**src/rtl/inst_encoder_fifo.sv**
```systemverilog
// Encodes symbolic micro-commands into LA32R instruction words and streams them
// out of a small FIFO over a valid/ready handshake.
module inst_encoder_fifo #(
    parameter int DEPTH = 4,
    parameter int CNT_W = 16
) (
    input  logic             clk,
    input  logic             rst,
    input  logic             flush,
    input  logic             cmd_valid,
    output logic             cmd_ready,
    input  logic [4:0]       cmd_op,
    input  logic [4:0]       cmd_rd,
    input  logic [4:0]       cmd_rj,
    input  logic [4:0]       cmd_rk,
    input  logic [31:0]      cmd_imm,
    output logic             inst_valid,
    input  logic             inst_ready,
    output logic [31:0]      inst,
    output logic             err,
    output logic [1:0]       err_code,
    output logic [CNT_W-1:0] inst_count
);

    localparam int AW = (DEPTH > 1) ? $clog2(DEPTH) : 1;
    localparam int CW = AW + 1;

    logic [31:0]      mem_r [DEPTH];
    logic [AW-1:0]    wr_ptr_r;
    logic [AW-1:0]    rd_ptr_r;
    logic [CW-1:0]    count_r;
    logic [CW-1:0]    count_next_s;
    logic             valid_r;
    logic             full_r;
    logic             err_r;
    logic [1:0]       err_code_r;
    logic [CNT_W-1:0] inst_count_r;

    logic [31:0] word_s;
    logic [1:0]  code_s;
    logic        bad_op_s;
    logic        misaligned_s;
    logic        range_bad_s;
    logic        accept_s;
    logic        push_s;
    logic        pop_s;

    // Field layouts; branch offsets are the byte offset shifted right by two,
    // so the low offset bits come straight from cmd_imm[17:2] and [27:18].
    logic [31:0] f3_s, f12_s, f20_s, f16_s, f26_s;
    logic        s12_ok_s, u12_ok_s, s20_ok_s, o16_ok_s, o26_ok_s, aligned_s;

    assign f3_s  = {17'd0, cmd_rk, cmd_rj, cmd_rd};
    assign f12_s = {10'd0, cmd_imm[11:0], cmd_rj, cmd_rd};
    assign f20_s = {7'd0, cmd_imm[19:0], cmd_rd};
    assign f16_s = {6'd0, cmd_imm[17:2], cmd_rj, cmd_rd};
    assign f26_s = {6'd0, cmd_imm[17:2], cmd_imm[27:18]};

    // A signed value fits N bits when all bits above N-1 replicate its sign.
    assign s12_ok_s  = (cmd_imm[31:11] == {21{cmd_imm[11]}});
    assign u12_ok_s  = (cmd_imm[31:12] == 20'd0);
    assign s20_ok_s  = (cmd_imm[31:19] == {13{cmd_imm[19]}});
    assign o16_ok_s  = (cmd_imm[31:17] == {15{cmd_imm[17]}});
    assign o26_ok_s  = (cmd_imm[31:27] == {5{cmd_imm[27]}});
    assign aligned_s = (cmd_imm[1:0] == 2'b00);

    // Opcode selection and per-format legality checks.
    always_comb begin
        word_s       = 32'd0;
        bad_op_s     = 1'b0;
        misaligned_s = 1'b0;
        range_bad_s  = 1'b0;
        case (cmd_op)
            5'd0:  word_s = 32'h0010_0000 | f3_s;
            5'd1:  word_s = 32'h0011_0000 | f3_s;
            5'd2:  word_s = 32'h0014_8000 | f3_s;
            5'd3:  word_s = 32'h0015_0000 | f3_s;
            5'd4:  word_s = 32'h0015_8000 | f3_s;
            5'd5:  word_s = 32'h0017_8000 | f3_s;
            5'd6:  word_s = 32'h001C_0000 | f3_s;
            5'd7:  begin word_s = 32'h0240_0000 | f12_s; range_bad_s = ~s12_ok_s; end
            5'd8:  begin word_s = 32'h0280_0000 | f12_s; range_bad_s = ~s12_ok_s; end
            5'd9:  begin word_s = 32'h0340_0000 | f12_s; range_bad_s = ~u12_ok_s; end
            5'd10: begin word_s = 32'h0380_0000 | f12_s; range_bad_s = ~u12_ok_s; end
            5'd11: begin word_s = 32'h1400_0000 | f20_s; range_bad_s = ~s20_ok_s; end
            5'd12: begin word_s = 32'h2880_0000 | f12_s; range_bad_s = ~s12_ok_s; end
            5'd13: begin word_s = 32'h2980_0000 | f12_s; range_bad_s = ~s12_ok_s; end
            5'd14: begin
                word_s = 32'h4C00_0000 | f16_s; misaligned_s = ~aligned_s; range_bad_s = ~o16_ok_s;
            end
            5'd15: begin
                word_s = 32'h5000_0000 | f26_s; misaligned_s = ~aligned_s; range_bad_s = ~o26_ok_s;
            end
            5'd16: begin
                word_s = 32'h5400_0000 | f26_s; misaligned_s = ~aligned_s; range_bad_s = ~o26_ok_s;
            end
            5'd17: begin
                word_s = 32'h5800_0000 | f16_s; misaligned_s = ~aligned_s; range_bad_s = ~o16_ok_s;
            end
            5'd18: begin
                word_s = 32'h5C00_0000 | f16_s; misaligned_s = ~aligned_s; range_bad_s = ~o16_ok_s;
            end
            5'd19: begin
                word_s = 32'h6400_0000 | f16_s; misaligned_s = ~aligned_s; range_bad_s = ~o16_ok_s;
            end
            default: bad_op_s = 1'b1;
        endcase
    end

    // Error code with priority bad op > misaligned > out of range.
    always_comb begin
        code_s = 2'd0;
        if (bad_op_s) begin
            code_s = 2'd1;
        end else if (misaligned_s) begin
            code_s = 2'd3;
        end else if (range_bad_s) begin
            code_s = 2'd2;
        end else begin
            code_s = 2'd0;
        end
    end

    // Handshake qualification and next occupancy; flush overrides push and pop.
    always_comb begin
        accept_s     = cmd_valid & ~full_r;
        push_s       = accept_s & (code_s == 2'd0) & ~flush;
        pop_s        = valid_r & inst_ready & ~flush;
        count_next_s = count_r;
        if (flush) begin
            count_next_s = {CW{1'b0}};
        end else if (push_s && !pop_s) begin
            count_next_s = count_r + CW'(1);
        end else if (pop_s && !push_s) begin
            count_next_s = count_r - CW'(1);
        end else begin
            count_next_s = count_r;
        end
    end

    // FIFO pointers, status flags, pop counter and registered error report.
    always_ff @(posedge clk or posedge rst) begin
        if (rst) begin
            wr_ptr_r     <= {AW{1'b0}};
            rd_ptr_r     <= {AW{1'b0}};
            count_r      <= {CW{1'b0}};
            valid_r      <= 1'b0;
            full_r       <= 1'b0;
            inst_count_r <= {CNT_W{1'b0}};
            err_r        <= 1'b0;
            err_code_r   <= 2'd0;
        end else begin
            count_r    <= count_next_s;
            valid_r    <= (count_next_s != {CW{1'b0}});
            full_r     <= (count_next_s == CW'(DEPTH));
            err_r      <= accept_s & (code_s != 2'd0);
            err_code_r <= accept_s ? code_s : 2'd0;
            if (flush) begin
                wr_ptr_r     <= {AW{1'b0}};
                rd_ptr_r     <= {AW{1'b0}};
                inst_count_r <= {CNT_W{1'b0}};
            end else begin
                if (push_s) begin
                    wr_ptr_r <= wr_ptr_r + AW'(1);
                end
                if (pop_s) begin
                    rd_ptr_r     <= rd_ptr_r + AW'(1);
                    inst_count_r <= inst_count_r + CNT_W'(1);
                end
            end
        end
    end

    // Storage array; contents are only observable while valid, so no reset.
    always_ff @(posedge clk) begin
        if (push_s) begin
            mem_r[wr_ptr_r] <= word_s;
        end
    end

    assign cmd_ready  = ~full_r;
    assign inst_valid = valid_r;
    assign inst       = valid_r ? mem_r[rd_ptr_r] : 32'd0;
    assign err        = err_r;
    assign err_code   = err_code_r;
    assign inst_count = inst_count_r;

endmodule

```
**config.mk**
```make
export PLATFORM = sky130hd
export DESIGN_NAME = inst_encoder_fifo
export DESIGN_NICKNAME = d
export VERILOG_FILES = /design/src/rtl/inst_encoder_fifo.sv
export SDC_FILE = /design/constraint.sdc
export NUM_CORES = 1
export LEC_CHECK = 0
export ABC_AREA = 1
export ABC_CLOCK_PERIOD_IN_PS = 2500
export CAP_MARGIN = 5
export CORE_AREA = 8 8 131 133
export DETAILED_ROUTE_END_ITERATION = 8
export DIE_AREA = 0 0 139 141
export PLACE_DENSITY = 0.75
export SETUP_SLACK_MARGIN = 0.3
export SLEW_MARGIN = 15
export SYNTH_ARGS = -nofsm -noshare
export SYNTH_HDL_FRONTEND = slang
export SYNTH_SLANG_ARGS = --single-unit
```
**constraint.sdc**
```tcl
create_clock -name clk -period 2.5 [get_ports clk]
set_clock_uncertainty 0.1 [all_clocks]
set_input_delay 0.5 -clock clk [delete_from_list [all_inputs] [get_ports clk]]
set_output_delay 0.5 -clock clk [all_outputs]
set_load 0.005 [all_outputs]
```
==> PnR_summary.wiki, run 1 <==
{| class="wikitable"
! Metric !! Value
|-
| Final hold vios || 0
|-
| Number of antenna violations at the first check in global routing || 0
|-
| Width of the die || 139 um
|-
| Data required time of the critical path || 1.90 ns
|-
| Final setup viols || 1
|-
| Final Net Count || 1105
|-
| Crit path capture type || output pin
|-
| Number of vias per cell || 5.98
|-
| Number of clock buffers inserted by TritonCTS || 17
|-
| Number of vias in the routed layout || 7426
|-
| R2r setup slk || 0.27 ns
|-
| H-Tree Depth || 4
|-
| Total leakage power || 4.78 nW
|-
| Maximum number of pins on one net before global-route repair || 33
|-
| Final HPWL DP || 14900 um
|-
| Clock sink count || between 150 and 200
|-
| Insertion delay to the later sink of the worst-skew pair || 0.44 ns
|-
| Sequential element share of the synthesized area || roughly three fifths
|-
| I/O Pins || 110
|-
| Antenna-violating nets left || 0
|-
| Violations in the final reports || setup timing
|-
| Initial Util || around half
|-
| Core box area || 15000 um2
|-
| Standard-cell rows || 45
|-
| Placer's final routability congestion estimate || between 0.9 and 1
|-
| Number of flops mapped to enable cells by yosys || 124
|-
| Post-synth ARST share || 18.4%
|-
| Global-route wire length before repair || 37400 um
|-
| Slew at the pin closest to its max-slew limit || 0.786 ns
|-
| Layout cells sized above 1 || 38.7%
|-
| Die height || 141 um
|-
| Remaining Overflow, GRT || 0
|-
| Peak Freq || 388 MHz
|-
| Maximum number of buffers from clock root to sink || 2
|-
| Total power per unit cell area || approximately 650 nW/um2
|-
| Max-capacitance violation count || 0
|-
| Synthesized netlist net count || 823
|-
| CP Class || reg2out
|-
| Number of library cell types mapped by synthesis || 39
|-
| Launching element type of the critical path || flop
|-
| Clock edge transition at the registers on the reported setup and hold paths || about 0.07 ns
|-
| Status || complete, but fails checks
|-
| Number of global-route vias before repair || 6849
|-
| Total routing usage reported by global routing || 24.8%
|-
| Cell count after placement || 1136
|-
| Crit Path Max Fanout || 8
|-
| Data arrival time of the worst path || 1.97 ns
|-
| Total iterations of the first detailed-routing run || 5
|-
| Placement Setup Slack || -0.496 ns
|-
| Number of max-slew violations in the final report || 0
|-
| Layout overhead on the synthesized area || 58.6%
|-
| Syn. warnings || 0
|-
| Peak VDD IR || 0.000502 V
|-
| Area of the die || between 15000 and 20000 um2
|-
| Post-route clock period utilization || 103%
|-
| Average instance area after synthesis || 9.54 um2
|-
| Root buffer cell || clkbuf_16
|-
| Avg WL per Cell || between 20 and 25 um
|-
| TritonCTS clock tree || yes
|-
| Final routed wirelength across all metal layers || 29000 um
|-
| Post-Syn Area || 7240 um2
|-
| Final Instance Count excl. Fillers || 1242
|-
| Path category of the worst min-delay check || in2async
|-
| Normalized max-slew margin || 47.1%
|-
| Number of DRC violations after detailed-routing iteration 0 || 926
|-
| Final critical delay including setup and external delays || 2.57 ns
|-
| Instance count of the mapped netlist || 759
|-
| #FFs+latches synth || 152
|-
| Post-route setup slack || -0.0746 ns
|-
| Buffers added on ports || 108
|-
| Drt drc || 0
|-
| Prevailing post-synth register cell || edfxtp_1
|-
| Setup repair after global routing missed its margin || yes
|-
| Antenna diode count || 0
|}
-- registers in the layout, summed over array words and instances, names as in the netlist --
register	flops
mem_r	124
err	1
inst_valid	1
count_r	3
err_code	2
rd_ptr_r	2
full_r	1
inst_count	16
wr_ptr_r	2
-- metal layers --
layer	vias to the layer above	share of wire, %	GRT usage, %
met5	-	0	0
met1	3546	34	28.9
met4	0	5.6	11.2
met2	548	50	42.8
met3	151	11	6.08
li1	3181	-	-
-- cell families (layout without fill, tap and decap cells) --
logic type / Yosys count / count (layout) / share of synthesized area (%)
simple gates: 340 / 340 / 19.9
compound gates: 163 / 163 / 12.6
flops: 152 / 152 / 61.1
buf+inv: 94 / 389 / 4.92
fa+ha+maj: 7 / 7 / 1.21
xor+xnor: 2 / 2 / 0.242
other cells: 1 / 1 / 0.0518
-- worst paths after layout --
check,from,end,cells after the start
max,rd_ptr_r[0],inst[20],6
min,rst,inst_count[0],3
max reg2reg,inst_count[0],inst_count[15],11
min reg2reg,inst_count[15],inst_count[15],2
max in group asynchronous,rst,inst_count[1],3
min in group clk,inst_ready,inst_count[3],4
-- per-stage QoR --
| stage | hold slack, ns | cell area, um2 | power (mW) | utilization, % | setup TNS [ns] |
|---|---|---|---|---|---|
| 2_1_floorplan | 0.409 | 7290 | 3.45 | - | -0.420 |
| 5_1_grt | 0.380 | 11500 | 7.67 | 76.7 | -0.304 |
| 6_report | 0.324 | 11500 | 7.46 | 76.7 | -0.0746 |
| 4_1_cts | 0.340 | 10700 | 7.10 | 71.3 | 0 |
| 3_5_place_dp | 0.438 | 9430 | 4.17 | 62.9 | -77.48 |
| 3_3_place_gp | 0.420 | 9430 | 4.15 | 62.9 | -59.71 |
-- cells in the mapped netlist (5+ instances only) --
library cell	count	area share, %
nand2_2	7	0.60
edfxtp_1	124	51
nor2_1	173	9.0
o221ai_1	5	0.60
nor3_1	10	0.69
clkbuf_1	22	1.1
o21ai_0	86	5.9
o2111ai_1	7	0.85
dfrtp_1	28	9.7
inv_1	63	3.3
nand3_1	27	1.9
a21oi_1	47	3.2
nand2_1	104	5.4
ha_1	7	1.2
a22oi_1	6	0.62
nand4_1	6	0.52
-- worst max-delay path: stages (launching register included) --
cell	delay (ns)
dfrtp_2	0.42
buf_4	0.17
clkinv_8	0.12
clkbuf_16	0.20
o21ai_0	0.28
a21oi_1	0.18
buf_2	0.17
-- cell type report --
cell class              count  area [um2]
flip-flops and latches    152        4430
fillers                   879        3490
multi-input cells         513        3020
repair buffers            289        2870
clock buffers              17         425
inverters                  68         277
well taps                 188         235
clock inverters            15         226
-- cell usage in the layout (no fill, tap or decap), types with 6 or more instances in the layout --
| cell type | instances |
|---|---|
| nor2_1 | 118 |
| clkinvlp_4 | 8 |
| o2111ai_1 | 7 |
| nand3_4 | 6 |
| a21oi_2 | 6 |
| o21ai_0 | 39 |
| nor3_1 | 6 |
| buf_12 | 17 |
| inv_1 | 56 |
| nand3_2 | 10 |
| buf_2 | 38 |
| nand4_1 | 6 |
| buf_16 | 9 |
| clkdlybuf4s50_1 | 48 |
| nand3_1 | 14 |
| clkbuf_2 | 10 |
| nand2_1 | 79 |
| inv_2 | 6 |
| nor2_4 | 29 |
| buf_6 | 27 |
| clkbuf_16 | 25 |
| nand2_4 | 9 |
| nor2_2 | 29 |
| nand2_2 | 25 |
| buf_4 | 120 |
| dfrtp_1 | 24 |
| a22oi_1 | 6 |
| ha_1 | 7 |
| o21ai_1 | 43 |
| a21oi_1 | 41 |
| edfxtp_1 | 124 |
-- repair_timing --
item                                   CTS  global route
cloned                                   9            12
buffers inserted                        28            25
pin swaps                               67           100
endpoints found under the hold margin    0             0
hold buffers                             0             0
setup endpoints to repair              236           181
gates resized for setup                262           204
-- where the power goes --
group	internal (mW)	switching, mW
clock	1.77	1.09
combinational	0.761	0.946
sequential	2.83	0.0580
Power figures use the tool's default switching activity.
==> run 2, diff against run 1 <==
==> constraint.sdc (replaced) <==
create_clock -name clk -period 2.5 [get_ports clk]
set_clock_uncertainty 0.1 [all_clocks]
set_input_delay 0.375 -clock clk [delete_from_list [all_inputs] [get_ports clk]]
set_output_delay 0.375 -clock clk [all_outputs]
set_load 0.005 [all_outputs]
==> PnR_summary.wiki, run 2 (synthesized netlist as in run 1, its figures left out) <==
{| class="wikitable"
! Metric !! Value
|-
| Core box area || 15000 um2 (unchanged)
|-
| Register with the highest flop count || mem_r
|-
| Crit Path Max Fanout || 8 (unchanged)
|-
| Layout overhead on the synthesized area || 54.4%
|-
| CP Class || reg2out
|-
| Setup repair after global routing missed its margin || yes
|-
| Drt drc || 0 (unchanged)
|-
| Clock sink count || 152 (unchanged)
|-
| Number of hold buffers added after CTS || 0 (unchanged)
|-
| Area of the die || 19600 um2 (unchanged)
|-
| Peak VDD IR || 0.000480 V (-4.4%)
|-
| Width of the die || 139 um (unchanged)
|-
| Number of global-route vias before repair || 6773 (-1.1%)
|-
| Peak Freq || 418 MHz (+7.7%)
|-
| Final hold vios || 0 (unchanged)
|-
| R2r startpoint || inst_count[1]
|-
| Total leakage power || 4.60 nW (-3.8%)
|-
| Die height || 141 um (unchanged)
|-
| Length in cells of the worst reg-to-reg path || 12 (+1)
|-
| Maximum number of pins on one net before global-route repair || 32 (-3.0%)
|-
| Total routing usage reported by global routing || 25.0% (+0.19 points)
|-
| Crit path capture type || output pin
|-
| Standard-cell rows || 45 (unchanged)
|-
| Post-route clock period utilization || 95.6% (-7.4 points)
|-
| Area taken by multi-input logic gates || 3020 um2 (-0.25%)
|-
| Number of vias per cell || 5.93 (-0.82%)
|-
| Total placed instance area || 9340 um2 (-0.93%)
|-
| Final Instance Area || 11200 um2 (-2.6%)
|-
| Clock edge transition at the registers on the reported setup and hold paths || 0.06 ns (about the same)
|-
| H-Tree Depth || 4 (unchanged)
|-
| Insertion delay to the later sink of the worst-skew pair || 0.42 ns (-0.02 ns)
|-
| Reg area || 4430 um2 (about the same)
|-
| Antenna diode count || 0 (unchanged)
|-
| Status || complete, no violations
|-
| Overall power || 7.21 mW (-3.4%)
|-
| Placer's final routability congestion estimate || 0.926 (+1.1%)
|-
| Remaining Overflow, GRT || 0 (unchanged)
|-
| Antenna-violating nets left || 0 (unchanged)
|-
| Final Net Count || 1088 (-1.5%)
|-
| Final routed wirelength across all metal layers || 27300 um (-5.8%)
|-
| Launching element type of the critical path || flop
|-
| Slew at the pin closest to its max-slew limit || 0.751 ns (-0.0359 ns)
|-
| Number of DRC violations after detailed-routing iteration 0 || 846 (-8.6%)
|-
| Buffers added on ports || 108 (unchanged)
|-
| Avg WL per Cell || 22.3 um (-4.5%)
|-
| Root buffer cell || clkbuf_16
|-
| R2r setup slk || 0.32 ns (+0.05 ns)
|-
| Data arrival time of the worst path || 1.92 ns (-0.05 ns)
|-
| Most common library cell in the layout ignoring fill and taps || edfxtp_1
|-
| Initial Util || 48.4% (unchanged)
|-
| Fillcell total || 922 (+4.9%)
|-
| TritonCTS clock tree || yes
|-
| Total power per unit cell area || 645 nW/um2 (-0.77%)
|-
| Number of antenna violations at the first check in global routing || 1 (+1)
|-
| Hold_ws || 0.213 ns (-0.112 ns)
|-
| Post-route setup slack || 0.110 ns (+0.184 ns)
|-
| I/O Pins || 110 (unchanged)
|-
| Global-route wire length before repair || 37800 um (+0.87%)
|-
| Path category of the worst min-delay check || in2async
|-
| Normalized max-slew margin || 49.5% (+2.4 points)
|-
| Total iterations of the first detailed-routing run || 6 (+1)
|-
| Final critical delay including setup and external delays || 2.39 ns (-0.184 ns)
|-
| Placement Setup Slack || -0.317 ns (+0.179 ns)
|-
| Number of vias in the routed layout || 7264 (-2.2%)
|-
| Maximum number of buffers from clock root to sink || 2 (unchanged)
|-
| Layout cells sized above 1 || 37.3% (-1.4 points)
|-
| Data required time of the critical path || 2.03 ns (+0.13 ns)
|-
| Number of max-slew violations in the final report || 0 (unchanged)
|-
| Final HPWL DP || 14500 um (-2.4%)
|-
| Max-capacitance violation count || 0 (unchanged)
|-
| Worst R2R End || inst_count[14]
|-
| Flip-flop count of the largest register, all copies and words added || 124 (unchanged)
|-
| Number of clock buffers inserted by TritonCTS || 17 (unchanged)
|-
| Final setup viols || 0 (-1)
|-
| Leading cell types in the layout, fill and taps excluded || 124 x edfxtp_1, 121 x buf_4, 106 x nor2_1
|}
-- run 2: cell count changes in the layout (fill, tap and decap cells not counted), sizes merged --
cell,previous run,this run
bufbuf,0,2
dlymetal6s2s,3,2
clkinv,5,10
buf,216,199
inv,65,67
clkdlybuf4s50,48,49
clkinvlp,8,3
dlygate4sd2,2,0
bufinv,5,3
-- run 2: where the power goes --
part	internal [mW]	switching, mW	leakage (nW)
registers	2.83	0.0556	1.52
logic	0.767	0.912	2.79
clock network	1.57	1.07	0.291
total	5.17	2.04	4.60
-- run 2: final cells by class --
| cell class | count | area share, % |
|---|---|---|
| inverters | 68 | 2.36 |
| multi-input cells | 513 | 27.0 |
| clock inverters | 15 | 1.58 |
| well taps | 188 | 2.10 |
| flip-flops and latches | 152 | 39.6 |
| repair buffers | 272 | 23.6 |
| clock buffers | 17 | 3.81 |
-- run 2: worst max-delay path: stages (launching register included) --
cell and delay [ns]:
dfrtp_2 0.45, buf_6 0.14, buf_12 0.13, buf_16 0.15
buf_12 0.12, nor2_4 0.06, nor2_1 0.04, o21ai_1 0.13
a21oi_1 0.11, buf_2 0.16
-- run 2: per-layer routing --
metal | up-vias | GRT usage (%) | wire, um
li1 | 3156 | - | -
met2 | 567 | 43.4 | 13500
met5 | - | 0 | 13
met4 | 2 | 12.2 | 1380
met3 | 130 | 5.40 | 2770
met1 | 3409 | 29.0 | 9660
-- run 2: worst max path at each step --
stage,start,to,cells past startpoint
floorplan,cmd_op[3],mem_r[0][0],12
global placement,cmd_op[4],mem_r[0][8],12
detailed placement,cmd_op[3],full_r,17
CTS,rd_ptr_r[0],inst[17],6
global route,rd_ptr_r[0],inst[29],9
finish,rd_ptr_r[0],inst[29],9
-- run 2: what timing repair did --
action / in CTS / in global routing
gates resized for setup: 252 / 198
setup endpoints to repair: 208 / 166
pin swaps: 53 / 90
gates cloned: 13 / 4
setup buffers: 34 / 16
-- run 2: metrics by stage --
stage | utilization, % | std cells | setup TNS (ns)
final | 74.6 | 1225 | 0
after CTS | 71.2 | 1205 | 0
after global routing | 74.6 | 1225 | 0
after floorplan | - | 759 | 0
after detailed placement | 62.3 | 1126 | -51.30
after global placement | 62.3 | 1126 | -50.77
==> run 3, diff against run 2 <==
--- a/config.mk
+++ b/config.mk
@@ -8,10 +8,9 @@
 export ABC_AREA = 1
 export ABC_CLOCK_PERIOD_IN_PS = 2500
 export CAP_MARGIN = 5
-export CORE_AREA = 8 8 131 133
+export CORE_AREA = 8 8 144 146
 export DETAILED_ROUTE_END_ITERATION = 8
-export DIE_AREA = 0 0 139 141
-export PLACE_DENSITY = 0.75
+export DIE_AREA = 0 0 152 154
 export SETUP_SLACK_MARGIN = 0.3
 export SLEW_MARGIN = 15
 export SYNTH_ARGS = -nofsm -noshare
==> PnR_summary.wiki, run 3 (synthesized netlist as in run 1, its figures left out) <==
{| class="wikitable"
! Metric !! Value
|-
| Final HPWL DP || 14700 um (+1.4%)
|-
| Max-capacitance violation count || 0 (unchanged)
|-
| Total power per unit cell area || 610 nW/um2 (-5.4%)
|-
| Most common library cell in the layout ignoring fill and taps || edfxtp_1
|-
| Fillcell total || 1413 (+53%)
|-
| Number of vias in the routed layout || 6854 (-5.6%)
|-
| Crit path capture type || output pin
|-
| Reg area || 4430 um2 (about the same)
|-
| Layout cells sized above 1 || 40.6% (+3.3 points)
|-
| Number of clock buffers inserted by TritonCTS || 17 (unchanged)
|-
| Layout overhead on the synthesized area || 62.1%
|-
| Leading cell types in the layout, fill and taps excluded || 124 x edfxtp_1, 104 x buf_4, 102 x nor2_1
|-
| Avg WL per Cell || 20.0 um (-10%)
|-
| Number of DRC violations after detailed-routing iteration 0 || 501 (-41%)
|-
| Critical Path, Cell by Cell || buf_6 -> buf_12 -> buf_8 -> buf_6 -> nor2_4 -> nor2_2 -> o21ai_1 -> a21oi_1 -> buf_2
|-
| Path category of the worst min-delay check || in2async
|-
| Insertion delay to the later sink of the worst-skew pair || 0.43 ns (about the same)
|-
| Total placed instance area || 9420 um2 (+0.91%)
|-
| Core box area || 18500 um2 (+23%)
|-
| Number of max-slew violations in the final report || 0 (unchanged)
|-
| Standard-cell rows || 50 (+11%)
|-
| Antenna diode count || 0 (unchanged)
|-
| Cell seen most often among critical-path stages || buf_6
|-
| CP Class || reg2out
|-
| Slew at the pin closest to its max-slew limit || 0.620 ns (-0.130 ns)
|-
| Total iterations of the first detailed-routing run || 5 (-1)
|-
| Crit Path Max Fanout || 6 (-2)
|-
| Register with the highest flop count || mem_r
|-
| Root buffer cell || clkbuf_16
|-
| Final critical delay including setup and external delays || 2.33 ns (-0.0588 ns)
|-
| Final hold vios || 0 (unchanged)
|-
| Clock sink count || 152 (unchanged)
|-
| Area of the die || 23400 um2 (+19%)
|-
| Setup total negative slack || 0 ns (unchanged)
|-
| Number of hold buffers added after CTS || 0 (unchanged)
|-
| Final Instance Area || 11700 um2 (+5.0%)
|-
| Antenna-violating nets left || 0 (unchanged)
|-
| Final routed wirelength across all metal layers || 25700 um (-5.8%)
|-
| Area taken by multi-input logic gates || 3110 um2 (+3.0%)
|-
| Clock edge transition at the registers on the reported setup and hold paths || 0.07 ns (about the same)
|-
| Global-route wire length before repair || 36700 um (-2.9%)
|-
| Largest incremental delay on the critical path || 0.42 ns (-0.03 ns)
|-
| Number of global-route vias before repair || 6535 (-3.5%)
|-
| Maximum number of buffers from clock root to sink || 2 (unchanged)
|-
| TritonCTS clock tree || yes
|-
| Maximum number of pins on one net before global-route repair || 32 (unchanged)
|-
| Data required time of the critical path || 2.03 ns (about the same)
|-
| Number of antenna violations at the first check in global routing || 0 (-1)
|-
| Remaining Overflow, GRT || 0 (unchanged)
|-
| Final setup viols || 0 (unchanged)
|-
| Slowest stage cell on the critical path || dfrtp_2
|-
| Peak Freq || 429 MHz (+2.5%)
|-
| Peak VDD IR || 0.000466 V (-3.0%)
|-
| I/O Pins || 110 (unchanged)
|-
| Post-route clock period utilization || 93.3% (-2.4 points)
|-
| Final cell utilization of the core || 63.6% (-11 points)
|-
| Total routing usage reported by global routing || 20.4% (-4.6 points)
|-
| Buffers added on ports || 108 (unchanged)
|-
| Status || complete, no violations
|-
| Data arrival time of the worst path || 1.86 ns (-0.06 ns)
|-
| Setup repair after global routing missed its margin || yes
|-
| Initial Util || 39.2% (-9.1 points)
|-
| Flip-flop count of the largest register, all copies and words added || 124 (unchanged)
|-
| Die height || 154 um (+9.2%)
|-
| Width of the die || 152 um (+9.4%)
|-
| Placer's final routability congestion estimate || 0.866 (-6.4%)
|-
| Total leakage power || 4.79 nW (+4.3%)
|-
| Final Net Count || 1105 (+1.6%)
|-
| Number of vias per cell || 5.32 (-10%)
|-
| Normalized max-slew margin || 58.3% (+8.8 points)
|-
| Launching element type of the critical path || flop
|-
| Drt drc || 0 (unchanged)
|-
| H-Tree Depth || 4 (unchanged)
|}
==> run 3: worst max-delay path: cells and delay by family, from the launching register on <==
family | cells | cell delay, ns
compound gates | 2 | 0.26
simple gates | 2 | 0.13
buf+inv | 5 | 0.61
flops | 1 | 0.42
==> run 3: stage by stage <==
step | power (mW) | std cells | setup slack, ns | hold slack, ns
detailed placement | 4.16 | 1169 | -0.352 | 0.424
floorplan | 3.45 | 759 | 0.111 | 0.340
CTS | 6.92 | 1254 | 0.163 | 0.206
global route | 7.42 | 1288 | 0.0920 | 0.242
finish | 7.16 | 1288 | 0.169 | 0.205
global placement | 4.16 | 1169 | -0.345 | 0.423
==> run 3: final cells by class <==
| type | instances | share of cell area (%) |
|---|---|---|
| inverter | 68 | 2.38 |
| multi-input combinational | 513 | 26.5 |
| sequential | 152 | 37.7 |
| clock buffer | 17 | 3.62 |
| tap | 234 | 2.49 |
| clock inverter | 15 | 1.21 |
| timing repair buffer | 289 | 26.1 |
==> run 3: worst paths after layout <==
check / endpoint / depth (start not counted) / start / slack [ns]
max: inst[18] / 9 / rd_ptr_r[0] / 0.17
min: inst_count[7] / 3 / rst / 0.20
max reg2reg: inst_count[14] / 12 / inst_count[0] / 0.40
min reg2reg: inst_count[15] / 2 / inst_count[15] / 0.43
max in group asynchronous: rd_ptr_r[1] / 3 / rst / 1.79
min in group clk: mem_r[3][8] / 3 / cmd_imm[26] / 0.28
==> run 3: where the power goes <==
| part | switching, mW | internal [mW] | total (mW) |
|---|---|---|---|
| Combinational | 0.941 | 0.885 | 1.83 |
| Clock | 1.08 | 1.38 | 2.46 |
| Sequential | 0.0410 | 2.83 | 2.87 |
| Total | 2.06 | 5.10 | 7.16 |
==> run 3: timing repair <==
action	in CTS	in global routing
buffers inserted	39	25
gates resized for setup	290	212
cloned	14	9
pin swaps	66	102
setup endpoints to repair	185	161
==> run 3: per-layer routing <==
layer | track usage (%) | up-vias | routed length, um
met1 | 25.9 | 3328 | 10800
met4 | 8.00 | 0 | 799
met3 | 3.59 | 53 | 1590
li1 | - | 3189 | -
met5 | 0 | - | 0
met2 | 34.0 | 284 | 12600
